<file path="config.mk">
export PLATFORM = sky130hd
export DESIGN_NAME = vq_dist_search
export DESIGN_NICKNAME = d
export VERILOG_FILES = /design/src/rtl/vq_pkg.sv /design/src/rtl/vq_sq_acc.sv /design/src/rtl/vq_dist_search.sv
export SDC_FILE = /design/constraint.sdc
export NUM_CORES = 1
export LEC_CHECK = 0
export BUFFER_PORTS_ARGS = -buffer_cell sky130_fd_sc_hd__buf_2
export CORE_MARGIN = 1
export CORE_UTILIZATION = 63
export DETAILED_ROUTE_END_ITERATION = 16
export GPL_ROUTABILITY_DRIVEN = 0
export GPL_TIMING_DRIVEN = 1
export PLACE_DENSITY = 0.86
export SYNTH_ARGS = -nofsm -noshare
export SYNTH_HDL_FRONTEND = slang
export SYNTH_SLANG_ARGS = --single-unit
</file>
<file path="constraint.sdc">
create_clock -name clk -period 8.2 [get_ports clk]
set_input_delay 0.41 -clock clk [delete_from_list [all_inputs] [get_ports clk]]
set_output_delay 0.41 -clock clk [all_outputs]
set_load 0.1 [all_outputs]
</file>
<file path="src/rtl/vq_pkg.sv">
// Shared constants and state encoding for the VQ distance search.
package vq_pkg;

  localparam int unsigned NUM_CW_DEF = 16;
  localparam int unsigned DIM_DEF    = 13;
  localparam int unsigned DW_DEF     = 14;

  localparam int unsigned ACC_W = 34;
  localparam int unsigned SUM_W = 40;
  localparam int unsigned CNT_W = 16;
  localparam int unsigned IDX_W = 4;

  typedef enum logic [1:0] {
    IDLE = 2'd0,
    LOAD = 2'd1,
    CALC = 2'd2,
    DONE = 2'd3
  } vq_state_e;

endpackage

</file>
<file path="src/rtl/vq_sq_acc.sv">
// Subtract / square / accumulate pipeline: one coefficient pair per cycle,
// emits a per-codeword sum of squared differences with its index.
module vq_sq_acc
  import vq_pkg::*;
#(
  parameter int unsigned DW = DW_DEF
) (
  input  logic              clk,
  input  logic              rst_n,
  input  logic              valid_i,
  input  logic              first_i,
  input  logic              last_i,
  input  logic [IDX_W-1:0]  idx_i,
  input  logic [DW-1:0]     feat_i,
  input  logic [DW-1:0]     cb_i,
  output logic              done_o,
  output logic [IDX_W-1:0]  idx_o,
  output logic [ACC_W-1:0]  acc_o
);

  localparam int unsigned DIFW = DW + 1;
  localparam int unsigned SQW  = 2 * DW + 2;

  logic signed [DIFW-1:0] diff_d, diff_q;
  logic signed [SQW-1:0]  diff_ext_c, prod_c;
  logic [SQW-1:0]         sq_q;
  logic                   a_valid_q, a_first_q, a_last_q;
  logic                   b_valid_q, b_first_q, b_last_q;
  logic [IDX_W-1:0]       a_idx_q, b_idx_q, idx_q;
  logic [ACC_W-1:0]       acc_q;
  logic                   done_q;

  assign diff_d     = DIFW'(signed'(feat_i)) - DIFW'(signed'(cb_i));
  assign diff_ext_c = SQW'(diff_q);
  assign prod_c     = diff_ext_c * diff_ext_c;

  // Difference and square stages, with the codeword framing flags alongside.
  always_ff @(posedge clk or negedge rst_n) begin
    if (!rst_n) begin
      diff_q    <= '0;
      a_valid_q <= 1'b0;
      a_first_q <= 1'b0;
      a_last_q  <= 1'b0;
      a_idx_q   <= '0;
      sq_q      <= '0;
      b_valid_q <= 1'b0;
      b_first_q <= 1'b0;
      b_last_q  <= 1'b0;
      b_idx_q   <= '0;
    end else begin
      diff_q    <= diff_d;
      a_valid_q <= valid_i;
      a_first_q <= first_i;
      a_last_q  <= last_i;
      a_idx_q   <= idx_i;
      sq_q      <= prod_c;
      b_valid_q <= a_valid_q;
      b_first_q <= a_first_q;
      b_last_q  <= a_last_q;
      b_idx_q   <= a_idx_q;
    end
  end

  // Per-codeword accumulator; the first dimension restarts the sum.
  always_ff @(posedge clk or negedge rst_n) begin
    if (!rst_n) begin
      acc_q  <= '0;
      done_q <= 1'b0;
      idx_q  <= '0;
    end else begin
      if (b_valid_q) begin
        acc_q <= b_first_q ? ACC_W'(sq_q) : acc_q + ACC_W'(sq_q);
      end
      done_q <= b_valid_q & b_last_q;
      idx_q  <= b_idx_q;
    end
  end

  assign done_o = done_q;
  assign idx_o  = idx_q;
  assign acc_o  = acc_q;

endmodule

</file>
<file path="src/rtl/vq_dist_search.sv">
// Nearest-codeword search: buffers one feature vector, streams the codebook
// from RAM, tracks the minimum squared distance and per-utterance totals.
module vq_dist_search
  import vq_pkg::*;
#(
  parameter int unsigned NUM_CW  = NUM_CW_DEF,
  parameter int unsigned DIM     = DIM_DEF,
  parameter int unsigned DW      = DW_DEF,
  parameter int unsigned AW      = 8,
  parameter int unsigned CB_BASE = 0
) (
  input  logic              clk,
  input  logic              rst_n,
  input  logic              feat_valid,
  input  logic [DW-1:0]     feat_data,
  output logic              feat_ready,
  output logic [AW-1:0]     cb_rd_addr,
  input  logic [DW-1:0]     cb_rd_data,
  output logic              busy,
  output logic              res_valid,
  output logic [IDX_W-1:0]  best_idx,
  output logic [ACC_W-1:0]  best_dist,
  input  logic              sum_clr,
  output logic [SUM_W-1:0]  dist_sum,
  output logic [CNT_W-1:0]  frame_cnt
);

  localparam int unsigned     DCW       = (DIM > 1) ? $clog2(DIM) : 1;
  localparam logic [AW-1:0]    BASE_ADDR = AW'(CB_BASE);
  localparam logic [DCW-1:0]   D_LAST    = DCW'(DIM - 1);
  localparam logic [IDX_W-1:0] K_LAST    = IDX_W'(NUM_CW - 1);

  vq_state_e          state_q;
  logic               feat_ready_q, busy_q;
  logic [AW-1:0]      addr_q;
  logic [DCW-1:0]     d_q;
  logic [IDX_W-1:0]   k_q;
  logic [DW-1:0]      feat_buf_q [DIM];

  logic               s1_valid_q, s1_first_q, s1_last_q;
  logic [DCW-1:0]     s1_d_q;
  logic [IDX_W-1:0]   s1_k_q;
  logic [DW-1:0]      feat_sel_c;

  logic               acc_done;
  logic [IDX_W-1:0]   acc_idx;
  logic [ACC_W-1:0]   acc_val;
  logic               last_done;

  logic [ACC_W-1:0]   min_dist_q, new_dist_d, best_dist_q;
  logic [IDX_W-1:0]   min_idx_q, new_idx_d, best_idx_q;
  logic               res_valid_q;
  logic [SUM_W-1:0]   dist_sum_q;
  logic [CNT_W-1:0]   frame_cnt_q;
  logic [SUM_W:0]     sum_ext_c;

  logic               accept;

  assign accept    = feat_valid & feat_ready_q;
  assign last_done = acc_done & (acc_idx == K_LAST);

  // Control FSM: d_q is the load pointer in IDLE/LOAD and the dimension in CALC.
  always_ff @(posedge clk or negedge rst_n) begin
    if (!rst_n) begin
      state_q      <= IDLE;
      feat_ready_q <= 1'b1;
      busy_q       <= 1'b0;
      addr_q       <= BASE_ADDR;
      d_q          <= '0;
      k_q          <= '0;
      for (int i = 0; i < DIM; i++) feat_buf_q[i] <= '0;
    end else begin
      case (state_q)
        IDLE, LOAD: begin
          if (accept) begin
            feat_buf_q[d_q] <= feat_data;
            if (d_q == D_LAST) begin
              state_q      <= CALC;
              feat_ready_q <= 1'b0;
              busy_q       <= 1'b1;
              d_q          <= '0;
            end else begin
              state_q <= LOAD;
              d_q     <= d_q + DCW'(1);
            end
          end
        end
        CALC: begin
          if (d_q == D_LAST) begin
            d_q <= '0;
            if (k_q == K_LAST) begin
              state_q <= DONE;
              k_q     <= '0;
              addr_q  <= BASE_ADDR;
            end else begin
              k_q    <= k_q + IDX_W'(1);
              addr_q <= addr_q + AW'(1);
            end
          end else begin
            d_q    <= d_q + DCW'(1);
            addr_q <= addr_q + AW'(1);
          end
        end
        DONE: begin
          if (last_done) begin
            state_q      <= IDLE;
            feat_ready_q <= 1'b1;
            busy_q       <= 1'b0;
          end
        end
        default: state_q <= IDLE;
      endcase
    end
  end

  // Delay the address-side tags by one cycle to line up with RAM read data.
  always_ff @(posedge clk or negedge rst_n) begin
    if (!rst_n) begin
      s1_valid_q <= 1'b0;
      s1_first_q <= 1'b0;
      s1_last_q  <= 1'b0;
      s1_d_q     <= '0;
      s1_k_q     <= '0;
    end else begin
      s1_valid_q <= (state_q == CALC);
      s1_first_q <= (d_q == '0);
      s1_last_q  <= (d_q == D_LAST);
      s1_d_q     <= d_q;
      s1_k_q     <= k_q;
    end
  end

  assign feat_sel_c = feat_buf_q[s1_d_q];

  vq_sq_acc #(
    .DW (DW)
  ) u_sq_acc (
    .clk     (clk),
    .rst_n   (rst_n),
    .valid_i (s1_valid_q),
    .first_i (s1_first_q),
    .last_i  (s1_last_q),
    .idx_i   (s1_k_q),
    .feat_i  (feat_sel_c),
    .cb_i    (cb_rd_data),
    .done_o  (acc_done),
    .idx_o   (acc_idx),
    .acc_o   (acc_val)
  );

  // Strict less-than keeps the lower index on ties; codeword 0 seeds the minimum.
  always_comb begin
    new_dist_d = min_dist_q;
    new_idx_d  = min_idx_q;
    if (acc_done && ((acc_idx == '0) || (acc_val < min_dist_q))) begin
      new_dist_d = acc_val;
      new_idx_d  = acc_idx;
    end
  end

  // Running minimum and the published result, updated with the result strobe.
  always_ff @(posedge clk or negedge rst_n) begin
    if (!rst_n) begin
      min_dist_q  <= '0;
      min_idx_q   <= '0;
      best_dist_q <= '0;
      best_idx_q  <= '0;
      res_valid_q <= 1'b0;
    end else begin
      res_valid_q <= last_done;
      if (acc_done) begin
        min_dist_q <= new_dist_d;
        min_idx_q  <= new_idx_d;
      end
      if (last_done) begin
        best_dist_q <= new_dist_d;
        best_idx_q  <= new_idx_d;
      end
    end
  end

  assign sum_ext_c = {1'b0, dist_sum_q} + (SUM_W + 1)'(best_dist_q);

  // Utterance accumulators; a clear takes priority over a coincident result.
  always_ff @(posedge clk or negedge rst_n) begin
    if (!rst_n) begin
      dist_sum_q  <= '0;
      frame_cnt_q <= '0;
    end else if (sum_clr) begin
      dist_sum_q  <= '0;
      frame_cnt_q <= '0;
    end else if (res_valid_q) begin
      dist_sum_q <= sum_ext_c[SUM_W] ? '1 : sum_ext_c[SUM_W-1:0];
      if (frame_cnt_q != '1) frame_cnt_q <= frame_cnt_q + CNT_W'(1);
    end
  end

  assign feat_ready = feat_ready_q;
  assign busy       = busy_q;
  assign cb_rd_addr = addr_q;
  assign res_valid  = res_valid_q;
  assign best_idx   = best_idx_q;
  assign best_dist  = best_dist_q;
  assign dist_sum   = dist_sum_q;
  assign frame_cnt  = frame_cnt_q;

endmodule
</file>
After elaboration in Yosys (flattened, before gate mapping)
Index checks and enable logic that the tools add are counted.
{"block": "totals", "reg_bits": 444, "elab_cells": 125, "inputBits": 32, "out_inout_bits": 105}
{"block": "op_classes", "reduce_logical": 17, "bitwise": 5, "order_cmp": 4, "addsub": 7, "eq_ne": 12, "mux": 35, "mul": 1}
{"cell": "bitwise mux 182 bit", "count": 1}
{"cell": "two-way mux 40 bit", "count": 3}
{"cell": "two-way mux 34 bit", "count": 2}
{"cell": "binary-select mux 14 bit (select 4 bit)", "count": 1}
{"cell": "demux 14 bit (select 4 bit)", "count": 1}
{"cell": "two-way mux 16 bit", "count": 3}
{"cell": "two-way mux 14 bit", "count": 3}
{"cell": "adder 40 x 34 -> 41 bit", "count": 1}
{"cell": "adder 34 x 30 -> 34 bit", "count": 1}
{"cell": "< comparator 34 bit", "count": 1}
{"cell": "multiplier 15 x 15 -> 30 bit", "count": 1}
{"cell": "adder 16 x 1 -> 16 bit, second input constant", "count": 1}
{"cell": "two-way mux 4 bit", "count": 4}
{"cell": "two-way mux 8 bit", "count": 2}
{"cell": "!= test 16 bit, second input constant", "count": 1}
{"cell": "subtractor 14 x 14 -> 15 bit", "count": 1}
{"cell": "== test 4 bit, second input constant", "count": 3}
{"cell": "greater-or-equal comparator 5 bit, second input constant", "count": 2}
{"cell": "two-way mux 2 bit", "count": 5}
{"cell": "!= test 2 bit, second input constant", "count": 5}
{"cell": "NOT 4 -> 5 bit", "count": 2}
{"cell": "adder 4 x 1 -> 4 bit, second input constant", "count": 2}
{"cell": "adder 8 x 1 -> 8 bit, second input constant", "count": 1}
{"cell": "zero test 4 bit", "count": 2}
{"cell": "other kinds (15)", "count": 32}

Depth between registers and ports, before layout
{"block": "logic_depth", "word_depth": 6, "mapped_depth": 25, "mapped_depth_nobuf": 24}

Cells and area by module
Synthesis repeated with hierarchy kept, for this count alone.
{"block": "unflattened", "cells_unflattened": 2962, "area_unflattened_um2": 30927.2}
{"module": "vq_dist_search", "area_per_inst_um2": 18104.9, "cells_each": 1602, "seq_area_each_um2": 8659.6, "instances": 1}
{"module": "vq_sq_acc", "area_per_inst_um2": 12822.3, "cells_each": 1360, "seq_area_each_um2": 2427.3, "instances": 1}

Least setup slack after synthesis
Ideal clock, no wire load.
{"block": "synth_path", "path_kind": "flip-flop to flip-flop", "from": "register u_sq_acc.diff_q[5]", "to": "register u_sq_acc.sq_q[27]", "path_buffers": 1, "setup_time_ns": 0.123, "slack_ns": 1.815, "path_stages_with_launch": 21, "period_less_slack_ns": 6.385, "t_arrival_ns": 6.261, "required_ns": 8.077, "cell_sequence": "dfrtp_1 -> clkbuf_1 -> nand2_1 -> fa_1 -> inv_1 -> fa_1 -> inv_1 -> fa_1 -> fa_1 -> fa_1 -> inv_1 -> fa_1 -> ha_1 -> nand2_1 -> or4_1 -> o221ai_1 -> nand4_1 -> a41oi_1 -> o21a_1 -> nor2_1 -> xnor2_1"}
{"block": "synth_between", "elab_chain_len": 1}
{"item": "from (decl)", "line": "vq_sq_acc.sv:24", "text": "logic signed [DIFW-1:0] diff_d, diff_q;"}
{"item": "from (signal assigned)", "line": "vq_sq_acc.sv:51", "text": "diff_q <= diff_d;"}
{"item": "multiplier 15 x 15 -> 30 bit", "line": "vq_sq_acc.sv:35", "text": "assign prod_c = diff_ext_c * diff_ext_c;"}
{"item": "net u_sq_acc.prod_c[27]", "line": "vq_sq_acc.sv:25", "text": "logic signed [SQW-1:0] diff_ext_c, prod_c;"}
{"item": "to (signal assigned)", "line": "vq_sq_acc.sv:56", "text": "sq_q <= prod_c;"}
{"item": "to (decl)", "line": "vq_sq_acc.sv:26", "text": "logic [SQW-1:0] sq_q;"}
The timed path passes the listed nets, and every way through them passes these cells.
A chain may end at the register's enable or synchronous reset.

Final worst setup path
{"block": "layout_path", "from": "register u_sq_acc.diff_q[14]", "to": "register u_sq_acc.sq_q[27]"}
Same word-level chain as after synthesis.

==> qor.yml <==
outcome: "complete, no violations"
h-tree-depth: 2
synth_top_area_frac: 0.358
rows: 80
grt_first_pass_wirelength_um: 120000
r2r_end: "u_sq_acc.sq_q[27]$_DFF_PN0_"
seq_area_mm2: 0.0111
cts_root_buffer: "clkbuf_16"
area_delta_synth_final_pct: 8.71
finalCriticalPeriod_ps: 7410
min_path_type: "primary input to register"
clk_pin_slew_ps: 70
numCtsBuffers: 45
die_area_mm2: 0.0499
critical_path.cell_chain: "inv_1, nor2_1, fa_1, fa_1, inv_1, fa_1, fa_1, fa_1, inv_1, fa_1, ha_1, nand2_1, or4_1, o221ai_1, nand4_1, a41oi_1, o21a_1, nor2_1, xnor2_1"
placed_cells: 3553
yosys.area.top_type: "dfrtp_1"
final_layout_size_suffix_gt1_frac: 0.178
crit_arrival_ps: 7900
required_ps: 8690
synth_cell_types: 81
maxCapViolations: 0
viasPerCell: 6.20
wl_per_cell_um: 20.2
timing.slew.headroom: 0.166
nFillCells: 3213
synthCells: 2900
fin_crit_sh: 0.903
critPathKind: "register to register"
critPathSlowestCell: "fa_1"
antenna_found_initial: 2
synth-seq-area-share: 0.359
tns_ps: 0
clock_sinks: 443
cts-resized-gates: 0
clock_skew_ps: 23.9
wirelength_um: 73600
crit_top_cell: "fa_1"
worstReg2RegStart: "u_sq_acc.diff_q[14]$_DFF_PN0_"
ys_ff_latch: 443
core_mm2: 0.0480
post_cts_buffers: 0
globalRouteTotalUtil: 0.301
ant_nets: 0
ys_warn_count: 0
port_buffers: 136
crit_path_max_fanout: 17
grt_pass1_vias: 23700
max-clock-path-buffers: 3
initial_core_util: 0.642
synthTopCellsByArea: "dfrtp_1 36%, fa_1 13%, ha_1 8.2%"
fin_cells: 3638
worstSkewPairLatency_ps: 600
r2r_cells: 19
synth_area_per_cell_um2: 10.6
final_nets: 3420
synth_fp_nets: 3334
critPathCaptureType: "register"
fmax_mhz: 135
dieWidth_um: 223
async_reset_ff_frac: 1.00
holdPathStages: 3
rsz0062_at_grt: "no"
start_kind: "register"
fp.dieH_um: 223
setup_viol_count_final: 0
worst_pin_slew_ps: 1250
ys.flop_type: "dfrtp_1"
grt-ovfl-total: 0
synth_edf_count: 0
whs_endpoint: "u_sq_acc.diff_q[0]$_DFF_PN0_"
hold_viol_final: 0
hp-start: "cb_rd_data[0]"
syn_area_mm2: 0.0309
hpwl_um: 52000
route.detailed.drc: 0
vias: 22500
netlist_top_cells_count: "442 x dfrtp_1, 398 x inv_1, 227 x nand2_1"
ios: 137
multi_input_comb_area_mm2: 0.0178
drt_iter0_drc: 1740
grt_max_degree: 170
cts_tree: "done"
yosysMostFrequentCell: "dfrtp_1"
firstDrtPassIters: 6
drv_slew: 0
cpPeakStageDelay_ps: 860
r2r_slack_ps: 790
## area by class of cell
cell class              count  share of cell area
well taps                 615              0.0229
clock inverters            26              0.0103
clock buffers              57              0.0364
inverters                 399              0.0446
flip-flops and latches    443               0.331
multi-input cells        1944               0.530
repair buffers            153              0.0248
diodes                      1           0.0000746
## cell usage in the layout (no fill, tap or decap), types with 9 or more instances in the layout
cell type | synthesis | final
a211oi_1 | 13 | 13
a211oi_2 | 13 | 12
a21boi_0 | 9 | 9
a21o_1 | 50 | 50
a21oi_1 | 132 | 132
a221oi_1 | 15 | 15
a311oi_1 | 27 | 27
a31oi_1 | 35 | 35
and2_1 | 47 | 47
and3_1 | 13 | 13
buf_2 | 7 | 135
buf_4 | 3 | 15
clkbuf_16 | 0 | 45
dfrtp_1 | 442 | 439
fa_1 | 200 | 200
ha_1 | 202 | 202
inv_1 | 398 | 398
mux2_2 | 189 | 189
mux2_4 | 31 | 31
mux2i_1 | 50 | 50
mux4_2 | 42 | 42
nand2_1 | 227 | 227
nand2b_1 | 15 | 14
nand3_1 | 34 | 33
nand4_1 | 20 | 20
nor2_1 | 174 | 174
nor2b_1 | 20 | 20
nor3_1 | 30 | 30
o211ai_1 | 10 | 10
o21a_1 | 16 | 16
o21ai_0 | 103 | 103
or3_1 | 11 | 11
xnor2_1 | 76 | 76
xor2_1 | 36 | 36
## cell families after synthesis
kind of cell / Yosys count / share of synthesized area
DFF: 443 / 0.359
AOI/OAI and AO/OA: 497 / 0.109
buffers and inverters: 513 / 0.0648
muxes: 312 / 0.131
adders and majority gates: 402 / 0.212
and+or+nand+nor: 621 / 0.0922
xor gates and xnor gates: 112 / 0.0318
## state kept, by name, indices dropped and copies added (netlist names), 8 cells and up
name	flops
feat_buf_q	182
dist_sum	40
best_dist	34
min_dist_q	34
u_sq_acc.acc_o	34
u_sq_acc.sq_q	29
frame_cnt	16
u_sq_acc.diff_q	15
cb_rd_addr	8
## what timing repair did
item | 4_1_cts | 5_1_grt
hold buffers | 1 | 0
endpoints found under the setup margin | 0 | 0
hold endpoints to repair | 105 | 0
## how the worst max path moves through the flow
stage	start	to	slack [ps]	cells after the start
2_1_floorplan	u_sq_acc.diff_q[5]$_DFF_PN0_	u_sq_acc.sq_q[27]$_DFF_PN0_	1820	20
3_3_place_gp	u_sq_acc.diff_q[14]$_DFF_PN0_	u_sq_acc.sq_q[27]$_DFF_PN0_	1330	19
3_5_place_dp	u_sq_acc.diff_q[14]$_DFF_PN0_	u_sq_acc.sq_q[27]$_DFF_PN0_	1020	19
4_1_cts	u_sq_acc.diff_q[14]$_DFF_PN0_	u_sq_acc.sq_q[27]$_DFF_PN0_	870	19
5_1_grt	u_sq_acc.diff_q[14]$_DFF_PN0_	u_sq_acc.sq_q[27]$_DFF_PN0_	470	19
6_report	u_sq_acc.diff_q[14]$_DFF_PN0_	u_sq_acc.sq_q[27]$_DFF_PN0_	790	19
## through the flow
| stage | cell area (µm²) | hold slack [ps] | worst slack (ps) | utilization |
|---|---|---|---|---|
| finish | 33500 | 190 | 791 | 0.698 |
| global route | 33500 | 157 | 469 | 0.698 |
| CTS | 33500 | 154 | 870 | 0.698 |
| detailed placement | 32000 | 335 | 1020 | 0.665 |
| global placement | 32000 | 332 | 1330 | 0.665 |
| floorplan | 30900 | 114 | 1820 | - |
## worst max-delay path: cells and delay by family, from the launching register on
kind | cells | cell delay (ps)
flip-flops | 1 | 690
AO/OA/AOI/OAI | 3 | 830
adder cells (fa/ha/maj) | 7 | 3830
XOR/XNOR | 1 | 110
AND/OR/NAND/NOR | 5 | 1200
buffers and inverters | 3 | 630
## per-layer routing
| metal | wire (µm) | track usage | vias up |
|---|---|---|---|
| met1 | 27900 | 0.367 | 11300 |
| met3 | 4800 | 0.0512 | 241 |
| met2 | 37600 | 0.527 | 925 |
| li1 | - | - | 10000 |
| met5 | 13 | 0.00489 | - |
| met4 | 3250 | 0.134 | 2 |
Power is left out: the tool's default activity adds up to more than one toggle a clock period on the data nets, which glitch-free logic cannot reach.
